==> config.mk <==
export PLATFORM = sky130hd
export DESIGN_NAME = irq_vector_controller_flat
export DESIGN_NICKNAME = d
export VERILOG_FILES = /design/src/rtl/irq_vector_controller_if.sv /design/src/rtl/irq_vector_controller.sv /design/src/flat_wrapper.sv
export SDC_FILE = /design/constraint.sdc
export NUM_CORES = 1
export LEC_CHECK = 0
export CAP_MARGIN = 20
export CORE_UTILIZATION = 50
export DETAILED_ROUTE_END_ITERATION = 10
export HOLD_SLACK_MARGIN = 0.05
export PLACE_DENSITY = 0.75
export SYNTH_ARGS = -nofsm -noshare
export SYNTH_HDL_FRONTEND = slang
export SYNTH_SLANG_ARGS = --single-unit
==> constraint.sdc <==
create_clock -name clk -period 3.8 [get_ports clk]
set_input_delay 0.76 -clock clk [delete_from_list [all_inputs] [get_ports clk]]
set_output_delay 0.76 -clock clk [all_outputs]
set_load 0.01 [all_outputs]
==> src/rtl/irq_vector_controller_if.sv <==
// CPU-side register bus of the interrupt controller: 8-bit data, 2-bit register select.
interface irq_vector_controller_if;
    logic [7:0] i_data;
    logic [7:0] o_data;
    logic       cs;
    logic       rwb;
    logic [1:0] addr;

    modport master (output i_data, cs, rwb, addr, input o_data);
    modport slave  (input i_data, cs, rwb, addr, output o_data);
endinterface

==> src/rtl/irq_vector_controller.sv <==
// Aggregates active-low requests into a registered IRQB with priority vector readback.
// Latency: SYNC_STAGES+1 clocks (level) / +2 (edge) to irqb_master; no backpressure, reads are combinational.
module irq_vector_controller #(
    parameter int NUM_SRC     = 8,
    parameter int SYNC_STAGES = 2
) (
    input  logic                clk,
    input  logic                reset,
    irq_vector_controller_if.slave bus,
    input  logic [NUM_SRC-1:0]  irqb_in,
    output logic                irqb_master
);

    logic [NUM_SRC-1:0] sync_q [SYNC_STAGES];
    logic [NUM_SRC-1:0] prev_q;
    logic [NUM_SRC-1:0] enable_q;
    logic [NUM_SRC-1:0] mode_q;
    logic [NUM_SRC-1:0] edge_latch_q;

    logic [NUM_SRC-1:0] synced;
    logic [NUM_SRC-1:0] req;
    logic [NUM_SRC-1:0] fall;
    logic [NUM_SRC-1:0] pending;
    logic [NUM_SRC-1:0] active;
    logic [NUM_SRC-1:0] wr_val;
    logic [NUM_SRC-1:0] mode_nxt;
    logic [NUM_SRC-1:0] w1c;
    logic               wr;
    logic [7:0]         pending8;
    logic [7:0]         enable8;
    logic [7:0]         mode8;
    logic [2:0]         vec_idx;

    assign synced  = sync_q[SYNC_STAGES-1];
    assign req     = ~synced;
    assign fall    = prev_q & ~synced;
    assign pending = (mode_q & edge_latch_q) | (~mode_q & req);
    assign active  = pending & enable_q;

    assign wr       = bus.cs & ~bus.rwb;
    assign wr_val   = bus.i_data[NUM_SRC-1:0];
    assign mode_nxt = (wr && bus.addr == 2'd2) ? wr_val : mode_q;
    assign w1c      = (wr && bus.addr == 2'd3) ? wr_val : '0;

    always_ff @(posedge clk) begin
        if (reset) begin
            for (int s = 0; s < SYNC_STAGES; s++) sync_q[s] <= '1;
            prev_q       <= '1;
            enable_q     <= '0;
            mode_q       <= '0;
            edge_latch_q <= '0;
            irqb_master  <= 1'b1;
        end else begin
            sync_q[0] <= irqb_in;
            for (int s = 1; s < SYNC_STAGES; s++) sync_q[s] <= sync_q[s-1];
            prev_q <= synced;
            if (wr && bus.addr == 2'd1) enable_q <= wr_val;
            mode_q <= mode_nxt;
            // New falls beat a same-cycle W1C; leaving edge mode drops the latch.
            edge_latch_q <= ((edge_latch_q & ~w1c) | (fall & mode_q)) & mode_nxt;
            irqb_master  <= ~|active;
        end
    end

    always_comb begin
        pending8 = '0;
        enable8  = '0;
        mode8    = '0;
        pending8[NUM_SRC-1:0] = pending;
        enable8[NUM_SRC-1:0]  = enable_q;
        mode8[NUM_SRC-1:0]    = mode_q;
    end

    always_comb begin
        vec_idx = '0;
        for (int i = NUM_SRC - 1; i >= 0; i--) begin
            if (active[i]) vec_idx = 3'(i);
        end
    end

    always_comb begin
        bus.o_data = '0;
        case (bus.addr)
            2'd0:    bus.o_data = pending8;
            2'd1:    bus.o_data = enable8;
            2'd2:    bus.o_data = mode8;
            default: bus.o_data = {~|active, 4'b0000, vec_idx};
        endcase
    end

endmodule

==> src/flat_wrapper.sv <==
// flat-port wrapper written by rule: the top's interface ports become plain ports
module irq_vector_controller_flat 
#(
    parameter int NUM_SRC     = 8,
    parameter int SYNC_STAGES = 2
)
  (clk, reset, irqb_in, irqb_master, bus_i_data, bus_cs, bus_rwb, bus_addr, bus_o_data);
  irq_vector_controller_if bus_i ();
  input  logic clk;
  input  logic reset;
  input  logic [NUM_SRC-1:0] irqb_in;
  output logic irqb_master;
  input wire logic [$bits(bus_i.i_data)-1:0] bus_i_data;
  input wire logic [$bits(bus_i.cs)-1:0] bus_cs;
  input wire logic [$bits(bus_i.rwb)-1:0] bus_rwb;
  input wire logic [$bits(bus_i.addr)-1:0] bus_addr;
  output wire logic [$bits(bus_i.o_data)-1:0] bus_o_data;
  assign bus_i.i_data = bus_i_data;
  assign bus_i.cs = bus_cs;
  assign bus_i.rwb = bus_rwb;
  assign bus_i.addr = bus_addr;
  assign bus_o_data = bus_i.o_data;
  irq_vector_controller #(.NUM_SRC(NUM_SRC), .SYNC_STAGES(SYNC_STAGES)) u_core (.clk(clk), .reset(reset), .bus(bus_i), .irqb_in(irqb_in), .irqb_master(irqb_master));
endmodule
==> report_table.html <==
<table>
<tr><th>Metric</th><th>Value</th></tr>
<tr><th colspan="2">Run status</th></tr>
<tr><td>Run status</td><td>finished, final reports clean</td></tr>
<tr><th colspan="2">Critical path</th></tr>
<tr><td>FF-to-FF Start</td><td>u_core.mode8[4]</td></tr>
<tr><td>Cell with the biggest individual delay on the critical path</td><td>clkdlybuf4s50_1</td></tr>
<tr><td>Type of element launching the critical path</td><td>input port</td></tr>
<tr><td>Maximum net fanout on the critical path</td><td>13</td></tr>
<tr><td>Largest stage delay on the critical path</td><td>720 ps</td></tr>
<tr><td>Kind of end point of the critical path</td><td>output port</td></tr>
<tr><td>Cell chain of the critical path</td><td>clkdlybuf4s50_1 &gt; nand2_1 &gt; nor2b_1 &gt; nor2b_1 &gt; a311o_1 &gt; clkdlybuf4s50_1</td></tr>
<tr><td>Family with the most delay on the worst path</td><td>buffers and inverters</td></tr>
<tr><td>Worst Path Buf+Inv</td><td>2</td></tr>
<tr><td>Critical path launch point</td><td>bus_addr[1]</td></tr>
<tr><td>Reg2Reg Capture Point</td><td>u_core.irqb_master</td></tr>
<tr><td>Depth of the worst register-to-register path</td><td>5</td></tr>
<tr><td>Startpoint-to-endpoint class of the critical path</td><td>in2out</td></tr>
<tr><td>Worst reg2reg setup slack</td><td>2510 ps</td></tr>
<tr><td>Signal arrival time at the worst endpoint</td><td>2660 ps</td></tr>
<tr><td>Data required time of the worst path</td><td>3040 ps</td></tr>
<tr><th colspan="2">Placed design</th></tr>
<tr><td>Final GP Congestion</td><td>0.815</td></tr>
<tr><td>Number of buffer cells added on primary ports</td><td>30</td></tr>
<tr><td>Post-placement cell count</td><td>301</td></tr>
<tr><td>Pre-CTS setup slack</td><td>393 ps</td></tr>
<tr><td>Final HPWL from detailed placement</td><td>2710 um</td></tr>
<tr><th colspan="2">Min path</th></tr>
<tr><td>Origin of the worst min-delay path</td><td>u_core.sync_q[0][7]</td></tr>
<tr><td>Worst Hold Depth</td><td>1</td></tr>
<tr><td>Hold Crit Endpoint</td><td>u_core.sync_q[0][15]</td></tr>
<tr><td>Worst Hold Class</td><td>reg2reg</td></tr>
<tr><th colspan="2">GRT</th></tr>
<tr><td>Global-route wire length before repair</td><td>6090 um</td></tr>
<tr><td>Grt total ovfl</td><td>0</td></tr>
<tr><td>Vias in the first global route</td><td>1367</td></tr>
<tr><td>Pin count of the biggest net entering global routing</td><td>50</td></tr>
<tr><td>Initial antenna violation count</td><td>0</td></tr>
<tr><td>Total routing resource utilization after global routing</td><td>18.7%</td></tr>
<tr><th colspan="2">STA</th></tr>
<tr><td>RSZ-0062 raised after global routing</td><td>false</td></tr>
<tr><td>Slew Viols, Final</td><td>0</td></tr>
<tr><td>Worst slew slack as a fraction of its limit</td><td>53.0%</td></tr>
<tr><td>Setup Skew</td><td>6.56 ps</td></tr>
<tr><td>Actual transition at the worst max-transition pin</td><td>702 ps</td></tr>
<tr><td>Share of the cycle needed by the critical path after routing</td><td>90.0%</td></tr>
<tr><td>Fin Setup TNS</td><td>0 ps</td></tr>
<tr><td>Final critical delay including setup and external delays</td><td>3420 ps</td></tr>
<tr><td>Final hold violation count</td><td>0</td></tr>
<tr><td>F_max</td><td>0.292 GHz</td></tr>
<tr><td>Number of failing setup endpoints in the final timing report</td><td>0</td></tr>
<tr><td>Final setup margin</td><td>380 ps</td></tr>
<tr><th colspan="2">Power</th></tr>
<tr><td>Power per standard cell area</td><td>395 mW/mm^2</td></tr>
<tr><td>Highest ir drop seen on vdd</td><td>0.000333 V</td></tr>
<tr><td>Leak</td><td>0.899 nW</td></tr>
<tr><td>Overall power consumption</td><td>1.00 mW</td></tr>
<tr><th colspan="2">Synth</th></tr>
<tr><td>Post-synthesis instance area</td><td>0.00206 mm^2</td></tr>
<tr><td>Fraction of synthesized area in multiplexers</td><td>8.85%</td></tr>
<tr><td>Fraction of the yosys area taken by sequential cells</td><td>47.5%</td></tr>
<tr><td>Average cell area after synthesis</td><td>9.05 um^2</td></tr>
<tr><td>Post-Synth Simple-Gate Area</td><td>26.2%</td></tr>
<tr><td>Xor and xnor area share after synthesis</td><td>0%</td></tr>
<tr><td>Compound-cell area share of the yosys netlist</td><td>14.5%</td></tr>
<tr><td>Number of instances in the synthesized netlist</td><td>228</td></tr>
<tr><td>Seq cells post-synth</td><td>49</td></tr>
<tr><td>Post-synth net total</td><td>250</td></tr>
<tr><td>Combinational family with the most area after synthesis</td><td>simple AND/OR/NAND/NOR gates</td></tr>
<tr><td>Yosys warns</td><td>0</td></tr>
<tr><td>Synth unique cells</td><td>38</td></tr>
<tr><td>Adder and majority gate portion of the synthesized area</td><td>0%</td></tr>
<tr><th colspan="2">Die</th></tr>
<tr><td>Boundary Pins</td><td>31</td></tr>
<tr><td>Rows</td><td>22</td></tr>
<tr><td>Chip Height</td><td>66.3 um</td></tr>
<tr><td>Area enclosed by the die boundary</td><td>0.00439 mm^2</td></tr>
<tr><td>Die span in x</td><td>66.3 um</td></tr>
<tr><td>Core outline area</td><td>0.00380 mm^2</td></tr>
<tr><td>Initial core utilization</td><td>54.3%</td></tr>
<tr><th colspan="2">Clock network</th></tr>
<tr><td>Cts repair resizes</td><td>0</td></tr>
<tr><td>Post-CTS clock slew at the launch and capture registers of the worst setup and hold paths</td><td>80 ps</td></tr>
<tr><td>Buffer depth of the longest clock path</td><td>2</td></tr>
<tr><td>TritonCTS Buffers</td><td>5</td></tr>
<tr><td>CTS tree</td><td>yes</td></tr>
<tr><td>Post-CTS setup repair buffer count</td><td>0</td></tr>
<tr><td>H-Tree Depth</td><td>2</td></tr>
<tr><td>Clock root cell</td><td>clkbuf_8</td></tr>
<tr><td>Clock latency reported for the late side of the worst-skew pair</td><td>300 ps</td></tr>
<tr><td>CTS Hold Bufs</td><td>0</td></tr>
<tr><td>CTS Sinks</td><td>49</td></tr>
<tr><th colspan="2">Finish</th></tr>
<tr><td>Final #Nets</td><td>282</td></tr>
<tr><td>Final instance count without filler cells</td><td>309</td></tr>
<tr><td>Share of the core filled with cells</td><td>66.7%</td></tr>
<tr><td>Filler cells</td><td>326</td></tr>
<tr><td>Layout cells sized above 1</td><td>16.5%</td></tr>
<tr><td>Area growth from synthesis to layout</td><td>22.7%</td></tr>
<tr><td>Number of antenna diodes</td><td>0</td></tr>
<tr><th colspan="2">Drt</th></tr>
<tr><td>Via Count</td><td>1587</td></tr>
<tr><td>Wire length after detailed routing</td><td>3890 um</td></tr>
<tr><td>Detail-routed via count per cell</td><td>5.14</td></tr>
<tr><td>DRT Pass-1 Iters</td><td>4</td></tr>
<tr><td>Remaining DRCs</td><td>0</td></tr>
<tr><td>Detail-routed net length per standard cell</td><td>12.6 um</td></tr>
<tr><td>Number of antenna-violating nets in the routed design</td><td>0</td></tr>
<tr><td>Drt initial violations</td><td>106</td></tr>
<tr><th colspan="2">Run</th></tr>
<tr><td>Max-cap viol count</td><td>0</td></tr>
</table>
flip-flops by register name, indices dropped and copies added (netlist names):
signal               flops
u_core.enable8           8
u_core.mode8             8
u_core.prev_q            8
u_core.sync_q           16
u_core.edge_latch_q      8
u_core.irqb_master       1
logic make-up (layout without fill, tap and decap cells):
family                 after synthesis  in the layout
AO/OA/AOI/OAI                       42             42
flip-flops                          49             49
multiplexers                        18             18
buffers and inverters               14             47
AND/OR/NAND/NOR                    105            105
Yosys cell counts:
library cell | count | area, um^2
o211ai_1 | 8 | 60.1
nand2_1 | 17 | 63.8
a31oi_1 | 2 | 12.5
nand4b_1 | 1 | 8.76
nor2b_1 | 2 | 12.5
nor3b_1 | 1 | 7.51
nor2_1 | 30 | 113
o21ai_1 | 3 | 15.0
o21ai_4 | 1 | 16.3
o21ai_0 | 6 | 30.0
a21bo_1 | 1 | 10.0
buf_4 | 2 | 15.0
nand4_1 | 1 | 6.26
o31a_1 | 1 | 8.76
or2_1 | 2 | 12.5
clkbuf_1 | 7 | 26.3
nand3b_1 | 1 | 7.51
mux2i_1 | 16 | 160
dfxtp_1 | 49 | 981
mux2_2 | 2 | 22.5
inv_2 | 1 | 3.75
a21boi_4 | 1 | 18.8
a221oi_1 | 1 | 8.76
a21o_1 | 1 | 7.51
a32oi_1 | 3 | 26.3
buf_2 | 1 | 5.00
or2_2 | 24 | 150
or2_4 | 1 | 8.76
o21a_1 | 1 | 7.51
nor3_1 | 11 | 55.1
a21oi_1 | 10 | 50.1
nand2b_1 | 8 | 50.1
inv_1 | 3 | 11.3
nor3_4 | 1 | 16.3
nand3_1 | 2 | 10.0
and2_1 | 3 | 18.8
o32ai_1 | 2 | 17.5
a311o_1 | 1 | 10.0
routing by layer:
layer / track usage (%) / wire, um / up-vias
met1: 23.9 / 1910 / 704
met2: 30.6 / 1780 / 32
li1: - / - / 846
met5: 0 / 0 / -
met4: 7.71 / 44 / 0
met3: 3.62 / 155 / 5
metrics by stage:
| step | hold slack (ps) | cell area (um^2) |
|---|---|---|
| 6_report | 412 | 2530 |
| 3_5_place_dp | 395 | 2420 |
| 4_1_cts | 415 | 2530 |
| 3_3_place_gp | 392 | 2420 |
| 5_1_grt | 423 | 2530 |
| 2_1_floorplan | 389 | 2060 |
cells in the final DEF, fill, tap and decap left out, drive strengths merged, types with 3 or more instances in the layout:
cell	instances
nor3	12
dfxtp	49
and2	3
clkdlybuf4s50	30
o21ai	10
buf	5
a32oi	3
nand2	17
o211ai	8
clkbuf	7
nor2	30
inv	4
mux2i	16
nand2b	8
a21oi	10
or2	27
final cells by class:
class	instances	area, um^2	share of cell area [%]
multi-input combinational	165	1020	40.4
sequential	49	981	38.7
timing repair buffer	35	338	13.3
clock buffer	7	86.3	3.41
tap	48	60.1	2.37
clock inverter	1	30.0	1.19
inverter	4	15.0	0.593
where the power goes:
group / internal, mW / total, mW / switching (mW) / leakage (nW)
clock: 0.214 / 0.376 / 0.161 / 0.0585
sequential: 0.527 / 0.536 / 0.00878 / 0.400
combinational: 0.0493 / 0.0887 / 0.0393 / 0.440
how the worst max path moves through the flow:
stage	endpoint	slack [ps]	cells after the start
after floorplan	bus_o_data[2]	1460	5
after global placement	bus_o_data[2]	400	6
after detailed placement	bus_o_data[2]	390	6
after CTS	bus_o_data[0]	380	6
after global routing	bus_o_data[0]	250	6
final	bus_o_data[0]	380	6
No activity file was read; power rests on OpenSTA's default activity.
==> RTL change: new RTL, same flow settings <==
Make the reset (`reset`) asynchronous in one clocked block.
--- a/src/rtl/irq_vector_controller.sv
+++ b/src/rtl/irq_vector_controller.sv
@@ -42,7 +42,7 @@
     assign mode_nxt = (wr && bus.addr == 2'd2) ? wr_val : mode_q;
     assign w1c      = (wr && bus.addr == 2'd3) ? wr_val : '0;
 
-    always_ff @(posedge clk) begin
+    always_ff @(posedge clk or posedge reset) begin
         if (reset) begin
             for (int s = 0; s < SYNC_STAGES; s++) sync_q[s] <= '1;
             prev_q       <= '1;
Formal check against the unedited RTL: differs if reset is asserted again (counterexample within 4 cycles, from zero or initial values and one cycle with reset high); with reset held inactive, the same outputs for 10 cycles.
==> RTL change against the original RTL <==
Wire length rose by 3.5%. Sequential cell count did not move. Via count fell by 6.0%. Final cell count fell by 12%. Global-route usage rose by 1.2 points. Setup slack improved by 0.0037 ns. Synthesized cell count fell by 19%. Cell area rose by 5.2%. Synthesized area rose by 5.6%. Largest cell class is now flip-flops and latches.
Power is not compared: it rests on default switching activity, and its combinational part moved more than twofold at a synthesized area within 25%.
==> RTL change: results (changes against the original RTL) <==
metric,value,unit,change
cell_at_the_root_of_the_clock_tree,sky130_fd_sc_hd__clkbuf_8,,
drt-initial-drc-count,73,,-31%
syn_to_final_growth,22.3,%,
finalWeightedCongestion,0.835,,+2.5%
grtUsageMet3,4.67,%,+1.0 points
critical_path_peak_fanout,8,,-5
critical_path.max_stage_delay,0.57,ns,-0.15 ns
placed_wire_length_estimate,2.86,mm,+5.6%
synthCells,185,,-19%
met2_wirelength,2.04,mm,+15%
total_number_of_vias,1491,,-6.0%
clock_buf_count,6,,-1
multi_input_gate_share_of_the_layout_cell_area,33.4,%,-6.9 points
netlist_top_cells_area,"sky130_fd_sc_hd__dfstp_2, sky130_fd_sc_hd__dfrtp_1, sky130_fd_sc_hd__mux2_2, sky130_fd_sc_hd__nor2_1, sky130_fd_sc_hd__a21oi_1",,
clock-skew-final,0.00840,ns,+0.00184 ns
post-place-cells,262,,-13%
worstSkewPairLatency,0.30,ns,about the same
drive_above_1_share,28.5,%,+12 points
area.sequential,1260,µm²,+28%
m1WireLength,1.79,mm,-6.4%
placement.setup.worst_slack,0.378,ns,-0.0151 ns
layout.non_clock_inverters,2,,-2
postPlaceCellArea,2530,µm²,+4.9%
worst_setup_hold_path_clk_slew,0.08,ns,about the same
multiInputCombCellCount,129,,-22%
finalCriticalPeriod,3.42,ns,-0.00368 ns
first_global_vias,1507,,+10%
global_route.usage.total,19.8,%,+1.2 points
dr_wl_met3,130,µm,-16%
timing.hold.ws,0.358,ns,-0.0544 ns
cts.path.max_buffers,2,,unchanged
signal_buffer_area_fraction,12.6,%,-0.76 points
status,completed,,
drt_wl_total,4.02,mm,+3.5%
mappedNetlistNets,207,,-17%
layout.cells.non_filler,271,,-12%
final.setup.tns,0,ns,unchanged
synth_top_cells_by_count,"sky130_fd_sc_hd__dfstp_2, sky130_fd_sc_hd__dfrtp_1, sky130_fd_sc_hd__mux2_2",,
slew_at_the_pin_with_the_worst_max_slew_slack,0.685,ns,-0.0174 ns
met2_usage,34.7,%,+4.1 points
cts.repair.resized,0,,unchanged
timing.reg2reg.setup_slack,2.44,ns,-0.07 ns
asyncSetResetFlopFracSynth,100,%,+100 points
use_met1,23.2,%,-0.68 points
synth.cell_area,2180,µm²,+5.6%
final_clock_cell_share,4.18,%,-0.42 points
first_pass_grt_wire_length,6.64,mm,+9.1%
==> RTL change: cell count changes after synthesis, sizes merged, moves of 4 or more <==
| cell | before | now |
|---|---|---|
| clkbuf | 7 | 3 |
| mux2 | 2 | 18 |
| nor3 | 12 | 7 |
| a21boi | 1 | 6 |
| nand2 | 17 | 12 |
| nor2 | 30 | 16 |
| dfrtp | 0 | 24 |
| nor2b | 2 | 8 |
| mux2i | 16 | 0 |
| dfstp | 0 | 25 |
| dfxtp | 49 | 0 |
| o21a | 1 | 5 |
| or2 | 27 | 3 |
==> RTL change: cells by family after synthesis <==
logic type	count (synthesis)	share of synthesized area (%)
and+or+nand+nor	62	15.8
AOI/OAI and AO/OA	49	15.8
DFF	49	57.7
muxes	18	9.30
buffers and inverters	7	1.43
==> RTL change: worst max-delay path, delay by kind of cell <==
kind	cells	cell delay [ns]
buf+inv	3	1.29
mux	1	0.36
compound gates	1	0.25
==> RTL change: final timing paths <==
path / start / endpoint / cells past startpoint
worst min-delay path: u_core.sync_q[12]$_DFF_PP1_ / u_core.synced[4]$_DFF_PP1_ / 0
worst max-delay path: bus_addr[0] / bus_o_data[7] / 5
min in group asynchronous: reset / u_core.sync_q[11]$_DFF_PP1_ / 2
max in group asynchronous: reset / u_core.synced[4]$_DFF_PP1_ / 3
worst min register to register: u_core.sync_q[12]$_DFF_PP1_ / u_core.synced[4]$_DFF_PP1_ / 0
worst max register to register: u_core.mode8[1]$_DFF_PP0_ / u_core.irqb_master$_DFF_PP1_ / 4
==> RTL change: report_power, final <==
| group | switching [mW] | leakage, nW | internal [mW] |
|---|---|---|---|
| registers | 0.0596 | 0.563 | 0.600 |
| logic | 0.121 | 0.441 | 0.160 |
| clock network | 0.166 | 0.0554 | 0.198 |
